[config.mk]
export PLATFORM = sky130hd
export DESIGN_NAME = fetch_stage_flat
export DESIGN_NICKNAME = d
export VERILOG_FILES = /design/src/rtl/fetch_stage_pkg.sv /design/src/rtl/fetch_stage_if.sv /design/src/rtl/fetch_buf.sv /design/src/rtl/fetch_stage.sv /design/src/flat_wrapper.sv
export SDC_FILE = /design/constraint.sdc
export NUM_CORES = 1
export LEC_CHECK = 0
export CAP_MARGIN = 5
export CORE_MARGIN = 3
export CORE_UTILIZATION = 55
export DETAILED_ROUTE_END_ITERATION = 10
export PLACE_DENSITY = 0.83
export SLEW_MARGIN = 10
export SYNTH_ARGS = -nofsm -noshare
export SYNTH_HDL_FRONTEND = slang
export SYNTH_HIERARCHICAL = 1
export SYNTH_SLANG_ARGS = --single-unit
export TNS_END_PERCENT = 30
[constraint.sdc]
create_clock -name clk -period 6.9 [get_ports clk]
set_input_delay 1.38 -clock clk [delete_from_list [all_inputs] [get_ports clk]]
set_output_delay 1.38 -clock clk [all_outputs]
set_load 0.02 [all_outputs]
[src/rtl/fetch_stage_pkg.sv]
// Shared constants and payload types for the fetch stage: reset PC default,
// branch opcode and B-type immediate field positions.
package fetch_stage_pkg;

  localparam int unsigned XLEN = 32;

  localparam logic [XLEN-1:0] RESET_PC_DEFAULT = 32'h8000_0000;
  localparam logic [6:0]      OPCODE_BRANCH    = 7'b1100011;

  localparam int unsigned OPC_MSB     = 6;
  localparam int unsigned OPC_LSB     = 0;
  localparam int unsigned BIMM_SIGN   = 31;
  localparam int unsigned BIMM_B11    = 7;
  localparam int unsigned BIMM_HI_MSB = 30;
  localparam int unsigned BIMM_HI_LSB = 25;
  localparam int unsigned BIMM_LO_MSB = 11;
  localparam int unsigned BIMM_LO_LSB = 8;

  typedef struct packed {
    logic [XLEN-1:0] pc;
    logic [XLEN-1:0] inst;
  } fetch_entry_t;

endpackage

[src/rtl/fetch_stage_if.sv]
// Instruction-memory request/response channel between fetch and imem.
interface fetch_stage_if;
  logic        fetch_o_req_valid;
  logic [31:0] fetch_o_req_addr;
  logic        imem_i_req_ready;
  logic        imem_i_rsp_valid;
  logic [31:0] imem_i_rsp_inst;

  modport master (
    output fetch_o_req_valid, fetch_o_req_addr,
    input  imem_i_req_ready, imem_i_rsp_valid, imem_i_rsp_inst
  );

  modport slave (
    input  fetch_o_req_valid, fetch_o_req_addr,
    output imem_i_req_ready, imem_i_rsp_valid, imem_i_rsp_inst
  );
endinterface

[src/rtl/fetch_buf.sv]
// Two-entry {pc, inst} FIFO with flush; slot 0 is always the head.
module fetch_buf
  import fetch_stage_pkg::*;
(
  input  logic         clk,
  input  logic         rst,
  input  logic         flush,
  input  logic         push,
  input  logic         pop,
  input  fetch_entry_t push_data,
  output fetch_entry_t head,
  output logic [1:0]   count
);

  fetch_entry_t slot_q [2];
  logic [1:0]   count_q;
  logic         wr_idx;

  always_comb begin
    wr_idx = pop ? 1'(count_q - 2'd1) : 1'(count_q);
  end

  always_ff @(posedge clk) begin
    if (rst || flush) begin
      count_q <= 2'd0;
    end else begin
      count_q <= count_q + 2'(push) - 2'(pop);
    end
  end

  // Pop shifts slot 1 forward; a simultaneous push lands behind the survivor.
  always_ff @(posedge clk) begin
    if (pop) slot_q[0] <= slot_q[1];
    if (push) slot_q[wr_idx] <= push_data;
  end

  assign head  = slot_q[0];
  assign count = count_q;

endmodule

[src/rtl/fetch_stage.sv]
// Fetch stage: issues sequential imem requests, buffers in-order responses and
// drops stale ones by epoch. Define FETCH_STATIC_PRED_EN for backward-branch prediction.
module fetch_stage
  import fetch_stage_pkg::*;
#(
  parameter logic [31:0] RESET_PC = RESET_PC_DEFAULT
) (
  input  logic                clk,
  input  logic                rst,
  input  logic                ctrl_i_regF_stall,
  input  logic                execute_i_branch_fix,
  input  logic [31:0]         execute_i_fix_pc,
  fetch_stage_if.master       imem,
  output logic                fetch_o_valid,
  output logic [31:0]         fetch_o_pc,
  output logic [31:0]         fetch_o_inst,
  output logic                fetch_o_pred_taken
);

`ifdef FETCH_STATIC_PRED_EN
  localparam bit PRED_EN = 1'b1;
`else
  localparam bit PRED_EN = 1'b0;
`endif

  logic [31:0]  pc_q;
  logic         epoch_q;
  logic [1:0]   out_q;
  logic [1:0]   tag_q;

  fetch_entry_t head;
  fetch_entry_t rsp_entry;
  logic [1:0]   buf_count;
  logic         buf_valid;
  logic         deq;
  logic         back_branch;
  logic [31:0]  bimm;
  logic         pred_redirect;
  logic         redirect;
  logic [31:0]  redirect_pc;
  logic         req_valid_c;
  logic         accept;
  logic         rsp_fire;
  logic         buf_push;
  logic [1:0]   out_nxt;
  logic [1:0]   tag_nxt;

  always_comb begin
    buf_valid     = buf_count != 2'd0;
    deq           = buf_valid && !ctrl_i_regF_stall;
    back_branch   = (head.inst[OPC_MSB:OPC_LSB] == OPCODE_BRANCH) && head.inst[BIMM_SIGN];
    bimm          = {{20{head.inst[BIMM_SIGN]}}, head.inst[BIMM_B11],
                     head.inst[BIMM_HI_MSB:BIMM_HI_LSB], head.inst[BIMM_LO_MSB:BIMM_LO_LSB], 1'b0};
    pred_redirect = PRED_EN && deq && back_branch && !execute_i_branch_fix;
    redirect      = execute_i_branch_fix || pred_redirect;
    redirect_pc   = execute_i_branch_fix ? execute_i_fix_pc : head.pc + bimm;
    req_valid_c   = !rst && !redirect && ((3'(out_q) + 3'(buf_count)) < 3'd2);
    accept        = req_valid_c && imem.imem_i_req_ready;
    // Responses with nothing outstanding belong to pre-reset requests.
    rsp_fire      = imem.imem_i_rsp_valid && (out_q != 2'd0);
    buf_push      = rsp_fire && (tag_q[0] == epoch_q) && !redirect;
    // Current-epoch requests are contiguous from pc_q backwards, so the oldest is pc_q - 4*out.
    rsp_entry.pc   = pc_q - 32'({out_q, 2'b00});
    rsp_entry.inst = imem.imem_i_rsp_inst;
    out_nxt       = out_q + 2'(accept) - 2'(rsp_fire);
    tag_nxt       = rsp_fire ? {1'b0, tag_q[1]} : tag_q;
    if (accept) tag_nxt[1'(out_q - 2'(rsp_fire))] = epoch_q;
  end

  always_ff @(posedge clk) begin
    if (rst) begin
      pc_q    <= RESET_PC;
      epoch_q <= 1'b0;
      out_q   <= 2'd0;
      tag_q   <= 2'd0;
    end else begin
      out_q <= out_nxt;
      tag_q <= tag_nxt;
      if (redirect) begin
        pc_q    <= redirect_pc;
        epoch_q <= ~epoch_q;
      end else if (accept) begin
        pc_q <= pc_q + 32'd4;
      end
    end
  end

  fetch_buf u_buf (
    .clk       (clk),
    .rst       (rst),
    .flush     (redirect),
    .push      (buf_push),
    .pop       (deq),
    .push_data (rsp_entry),
    .head      (head),
    .count     (buf_count)
  );

  assign imem.fetch_o_req_valid = req_valid_c;
  assign imem.fetch_o_req_addr  = pc_q;
  assign fetch_o_valid          = buf_valid;
  assign fetch_o_pc             = head.pc;
  assign fetch_o_inst           = head.inst;
  assign fetch_o_pred_taken     = PRED_EN && buf_valid && back_branch;

endmodule

[src/flat_wrapper.sv]
// flat-port wrapper written by rule: the top's interface ports become plain ports
module fetch_stage_flat import fetch_stage_pkg::*;
#(
  parameter logic [31:0] RESET_PC = RESET_PC_DEFAULT
)
  (clk, rst, ctrl_i_regF_stall, execute_i_branch_fix, execute_i_fix_pc, fetch_o_valid, fetch_o_pc, fetch_o_inst, fetch_o_pred_taken, imem_fetch_o_req_valid, imem_fetch_o_req_addr, imem_imem_i_req_ready, imem_imem_i_rsp_valid, imem_imem_i_rsp_inst);
  fetch_stage_if imem_i ();
  input  logic clk;
  input  logic rst;
  input  logic ctrl_i_regF_stall;
  input  logic execute_i_branch_fix;
  input  logic [31:0] execute_i_fix_pc;
  output logic fetch_o_valid;
  output logic [31:0] fetch_o_pc;
  output logic [31:0] fetch_o_inst;
  output logic fetch_o_pred_taken;
  output wire logic [$bits(imem_i.fetch_o_req_valid)-1:0] imem_fetch_o_req_valid;
  output wire logic [$bits(imem_i.fetch_o_req_addr)-1:0] imem_fetch_o_req_addr;
  input wire logic [$bits(imem_i.imem_i_req_ready)-1:0] imem_imem_i_req_ready;
  input wire logic [$bits(imem_i.imem_i_rsp_valid)-1:0] imem_imem_i_rsp_valid;
  input wire logic [$bits(imem_i.imem_i_rsp_inst)-1:0] imem_imem_i_rsp_inst;
  assign imem_fetch_o_req_valid = imem_i.fetch_o_req_valid;
  assign imem_fetch_o_req_addr = imem_i.fetch_o_req_addr;
  assign imem_i.imem_i_req_ready = imem_imem_i_req_ready;
  assign imem_i.imem_i_rsp_valid = imem_imem_i_rsp_valid;
  assign imem_i.imem_i_rsp_inst = imem_imem_i_rsp_inst;
  fetch_stage #(.RESET_PC(RESET_PC)) u_core (.clk(clk), .rst(rst), .ctrl_i_regF_stall(ctrl_i_regF_stall), .execute_i_branch_fix(execute_i_branch_fix), .execute_i_fix_pc(execute_i_fix_pc), .imem(imem_i), .fetch_o_valid(fetch_o_valid), .fetch_o_pc(fetch_o_pc), .fetch_o_inst(fetch_o_inst), .fetch_o_pred_taken(fetch_o_pred_taken));
endmodule
==> results.md <==
- The run finished with clean final reports.
- The number of nets handed over by synthesis was around 660.
- The clock-pin transition on the worst setup and hold timing paths is 0.06 ns.
- The maximum buffer depth of the clock tree is 2.
- The total wirelength of the detailed-routed design is approximately 18000 um.
- Of the total power, the share spent switching nets is a little over a quarter.
- The number of sinks driven by the clock tree is 167.
- The final-stage net count is slightly above 800.
- Along the worst path, the maximum fanout reaches 23.
- The count of final hold-check violations is 0.
- Of the total power, registers draw around 44%.
- Global routing finished with a remaining overflow of 0.
- At the later pin of the worst-skew pair, clock insertion delay measures 0.42 ns.
- In this run the cell area of the synthesized design comes to 7848 sq um.
- After clock tree synthesis, the flow added hold-fix buffers numbering 0.
- The count of buffers added by post-CTS timing repair for setup is 0.
- STA puts the critical path data arrival time at ~3.4 ns.
- The length of the first detailed-routing pass in iterations is 5.
- The clock tree synthesis step divided the H-tree into 4 levels.
- Across all layers, the routed design uses 5432 vias.
- The final antenna-violating net count is 0.
- The cell with the most instances after synthesis is sky130_fd_sc_hd__edfxtp_1.
- For met2 alone, demand over resource in global routing was 36.91%.
- The kind of start point of the critical path is an input port.
- The worst hold-check path type is flop to flop.
- Summed over all nets, the half-perimeter wirelength after detailed placement is 12410 um.
- The worst-case IR drop observed on VDD is around 0.16 mV.
- The proportion of layout cells with a drive suffix above 1 is between 15 and 20%.
- The core region is 13930 sq um.
- The area growth from synthesis to layout is 29.61%.
- Setup violations remaining at the end of the flow were counted as 0.
- The antenna cell count is 0.
- The CTS tree is yes.
- The number of distinct library cell variants in the gate-level netlist after synthesis is 59.
- The start-to-end type of the worst setup path is input port to output port.
- In the routed design, unresolved DRC markers number 0.
- Entering global routing, the biggest net connects 66 pins.
- The number of port buffers is 167.
- Setup repair after global routing left no endpoint under its margin.
- In this run the most used layer during global routing was met2.
- For the pin with the worst max-slew slack, the measured transition is between 0.9 and 1 ns.
- The initial antenna violation count is 0.
- The reported max-cap violation count is 0.
- Once placement finished, the instance area stood at approximately 9500 sq um.
- The average cell area after synthesis is 13.62 sq um.
- The clock network fraction of design power is a little over a third.
- The net switching power of the design is 743.7 uW.
- In this run the static leakage power is 0.003604 uW.
- The clock period minus final worst setup slack is 4.774 ns.
- Across every metal layer, demand over resource in global routing totals 23.38%.
- The routed via count divided by cell count is ~5.9.
- Between clock sinks in the finished design, the worst skew comes to 0.008621 ns.
- The post-synthesis cell type with the largest combined area is sky130_fd_sc_hd__edfxtp_1.
- The count of boundary I/O pins is 169.
- The instance count of the mapped netlist is 576.
- The first routing iteration left around 530 violations.
- At the end of routability-driven placement, the weighted congestion stood at 0.8914.
- In this run the tightest slew margin relative to its limit is 37.34%.
- For met1 alone, demand over resource in global routing was 31.75%.
- The number of enable flip-flop cells after synthesis is 128.
- The tree is rooted in a sky130_fd_sc_hd__clkbuf_16.
- The floorplan has 43 rows.
- The synthesized design contains 167 register bits.
- In this run the biggest area consumer among cell types represents 48.98% of the synthesized area.
- The number of warning messages in the yosys log is 6.
- The commonest cells after synthesis are sky130_fd_sc_hd__edfxtp_1, sky130_fd_sc_hd__mux2_4, sky130_fd_sc_hd__dfxtp_1.
- The number of global-route vias before repair is roughly 5500.
- For met3 alone, demand over resource in global routing was under 10%.
- Clock tree synthesis inserted a total of 17 buffers.
- The worst-case hold slack is 0.4815 ns.
- The first global-routing pass estimated around 29000 um of wire.
- For this run, asynchronously set or reset flops after synthesis account for 0%.
- The final design instance area without fill is 10170 sq um.
- Dividing the detail-routed wire length by the instance count gives 19.86 um.
- Measured along the x axis, the die boundary spans ~130 um.
- The timing-limited maximum frequency is 209.5 MHz.
- The worst setup path is captured at an output port.
- The worst endpoint required time is 5.52 ns.
- The max-slew violation count is 0.
- The share of total power dissipated in combinational logic is 20.1%.
- The total negative setup slack is 0 ns.
- The final critical-path share of the clock period is 69.19%.
- The post-cts repair resize count is 0.
- The internal power of the cells totals 2046 uW.
- For this configuration, the core starts out at a cell density of 56.32%.
- The most used flip-flop cell after synthesis is sky130_fd_sc_hd__edfxtp_1.
- Ranked by total cell area, the synthesized netlist is headed by sky130_fd_sc_hd__edfxtp_1, sky130_fd_sc_hd__dfxtp_1, sky130_fd_sc_hd__mux2_4.
- The die outline height is 125.5 um.
- The sequential fraction of the synthesis area is 58.93%.
- The power density over cell area is 274.3 nW/um^2.
- The total die area is ~16000 sq um.
-- layout by cell type (no fill, tap or decap), types with 5 or more instances in the layout --
cell                                n
sky130_fd_sc_hd__o31ai_1            8
sky130_fd_sc_hd__xor2_1            29
sky130_fd_sc_hd__nand2_1           24
sky130_fd_sc_hd__or4_1             12
sky130_fd_sc_hd__mux2_2            15
sky130_fd_sc_hd__ha_1               6
sky130_fd_sc_hd__clkbuf_16         17
sky130_fd_sc_hd__clkdlybuf4s50_1  167
sky130_fd_sc_hd__nand4_1            9
sky130_fd_sc_hd__and4_1             5
sky130_fd_sc_hd__edfxtp_1         128
sky130_fd_sc_hd__dfxtp_1           39
sky130_fd_sc_hd__mux2_4            49
sky130_fd_sc_hd__a211oi_1           7
sky130_fd_sc_hd__xnor2_1           11
sky130_fd_sc_hd__nor4_1            14
sky130_fd_sc_hd__nor3_1            11
sky130_fd_sc_hd__nand3_1           13
sky130_fd_sc_hd__inv_1             19
sky130_fd_sc_hd__a31oi_1            5
sky130_fd_sc_hd__o21ai_0            7
sky130_fd_sc_hd__nor2_1            35
sky130_fd_sc_hd__or3_1              7
sky130_fd_sc_hd__and3_1             6
sky130_fd_sc_hd__clkinvlp_4         5
sky130_fd_sc_hd__a311oi_1          12
sky130_fd_sc_hd__a21oi_1            9
-- metrics by stage --
step                      worst slack [ns]  power (uW)  utilization [%]  std cells
after floorplan                      2.410        1603                -        576
after global placement               1.923        1795            68.53        886
after detailed placement             1.777        1814            68.53        886
after CTS                            2.120        2804            72.99        917
after global routing                 1.962        2897            72.99        917
final                                2.126        2790            72.99        917
-- kinds of logic (layout without fill, tap and decap cells) --
kind of cell               count (synthesis)  in the layout  share of synthesized area [%]
DFF                                      167            167                          58.93
and+or+nand+nor                          166            166                          12.56
muxes                                     68             68                          12.04
AOI/OAI and AO/OA                         62             62                          5.740
buffers and inverters                     61            222                          4.145
xor gates and xnor gates                  41             41                          4.751
adders and majority gates                 10             10                          1.786
other                                      1              1                        0.04779
-- power groups by stage --
stage	clock network, uW	registers (uW)	logic (uW)
after floorplan	0	1300	304
after global placement	0	1250	543
after detailed placement	0	1260	558
after CTS	1010	1230	564
after global routing	1050	1240	602
final	994	1230	561
-- sequential cells by signal (all words and copies together) (netlist names) --
| name | flops |
|---|---|
| u_core/out_q | 2 |
| u_core/epoch_q | 1 |
| u_core/u_buf/count | 2 |
| u_core/imem.fetch_o_req_addr | 32 |
| u_core/u_buf/slot_q | 128 |
| u_core/tag_q | 2 |
-- critical path, cell delays in order --
cell                              delay, ns
sky130_fd_sc_hd__clkdlybuf4s50_1       0.90
sky130_fd_sc_hd__nor4_1                0.45
sky130_fd_sc_hd__clkdlybuf4s50_1       0.66
-- final cells by class --
type,instances,area [sq um]
well taps,180,225.2
multi-input cells,348,2923
flip-flops and latches,167,4624
repair buffers,171,1702
clock buffers,17,425.4
fillers,911,3764
inverters,20,75.07
clock inverters,14,196.4
-- worst paths after layout --
check                                               to  slack [ns]  cells past startpoint                        from
setup / recovery                imem_fetch_o_req_valid        2.13                      3        execute_i_branch_fix
hold / removal              u_core/tag_q[1]$_SDFF_PP0_        0.48                      2  u_core/tag_q[1]$_SDFF_PP0_
setup reg to reg  u_core/u_buf/slot_q[0][25]$_DFFE_PP_        3.53                      5  u_core/out_q[1]$_SDFF_PP0_
hold reg to reg             u_core/tag_q[1]$_SDFF_PP0_        0.48                      2  u_core/tag_q[1]$_SDFF_PP0_
-- routing by layer --
layer	up-vias	wire length, um	part of all wire [%]
met2	253	8754	48
li1	2490	-	-
met4	0	478	2.6
met1	2651	7580	42
met5	-	0	0
met3	38	1402	7.7
No activity file was read; power rests on OpenSTA's default activity.
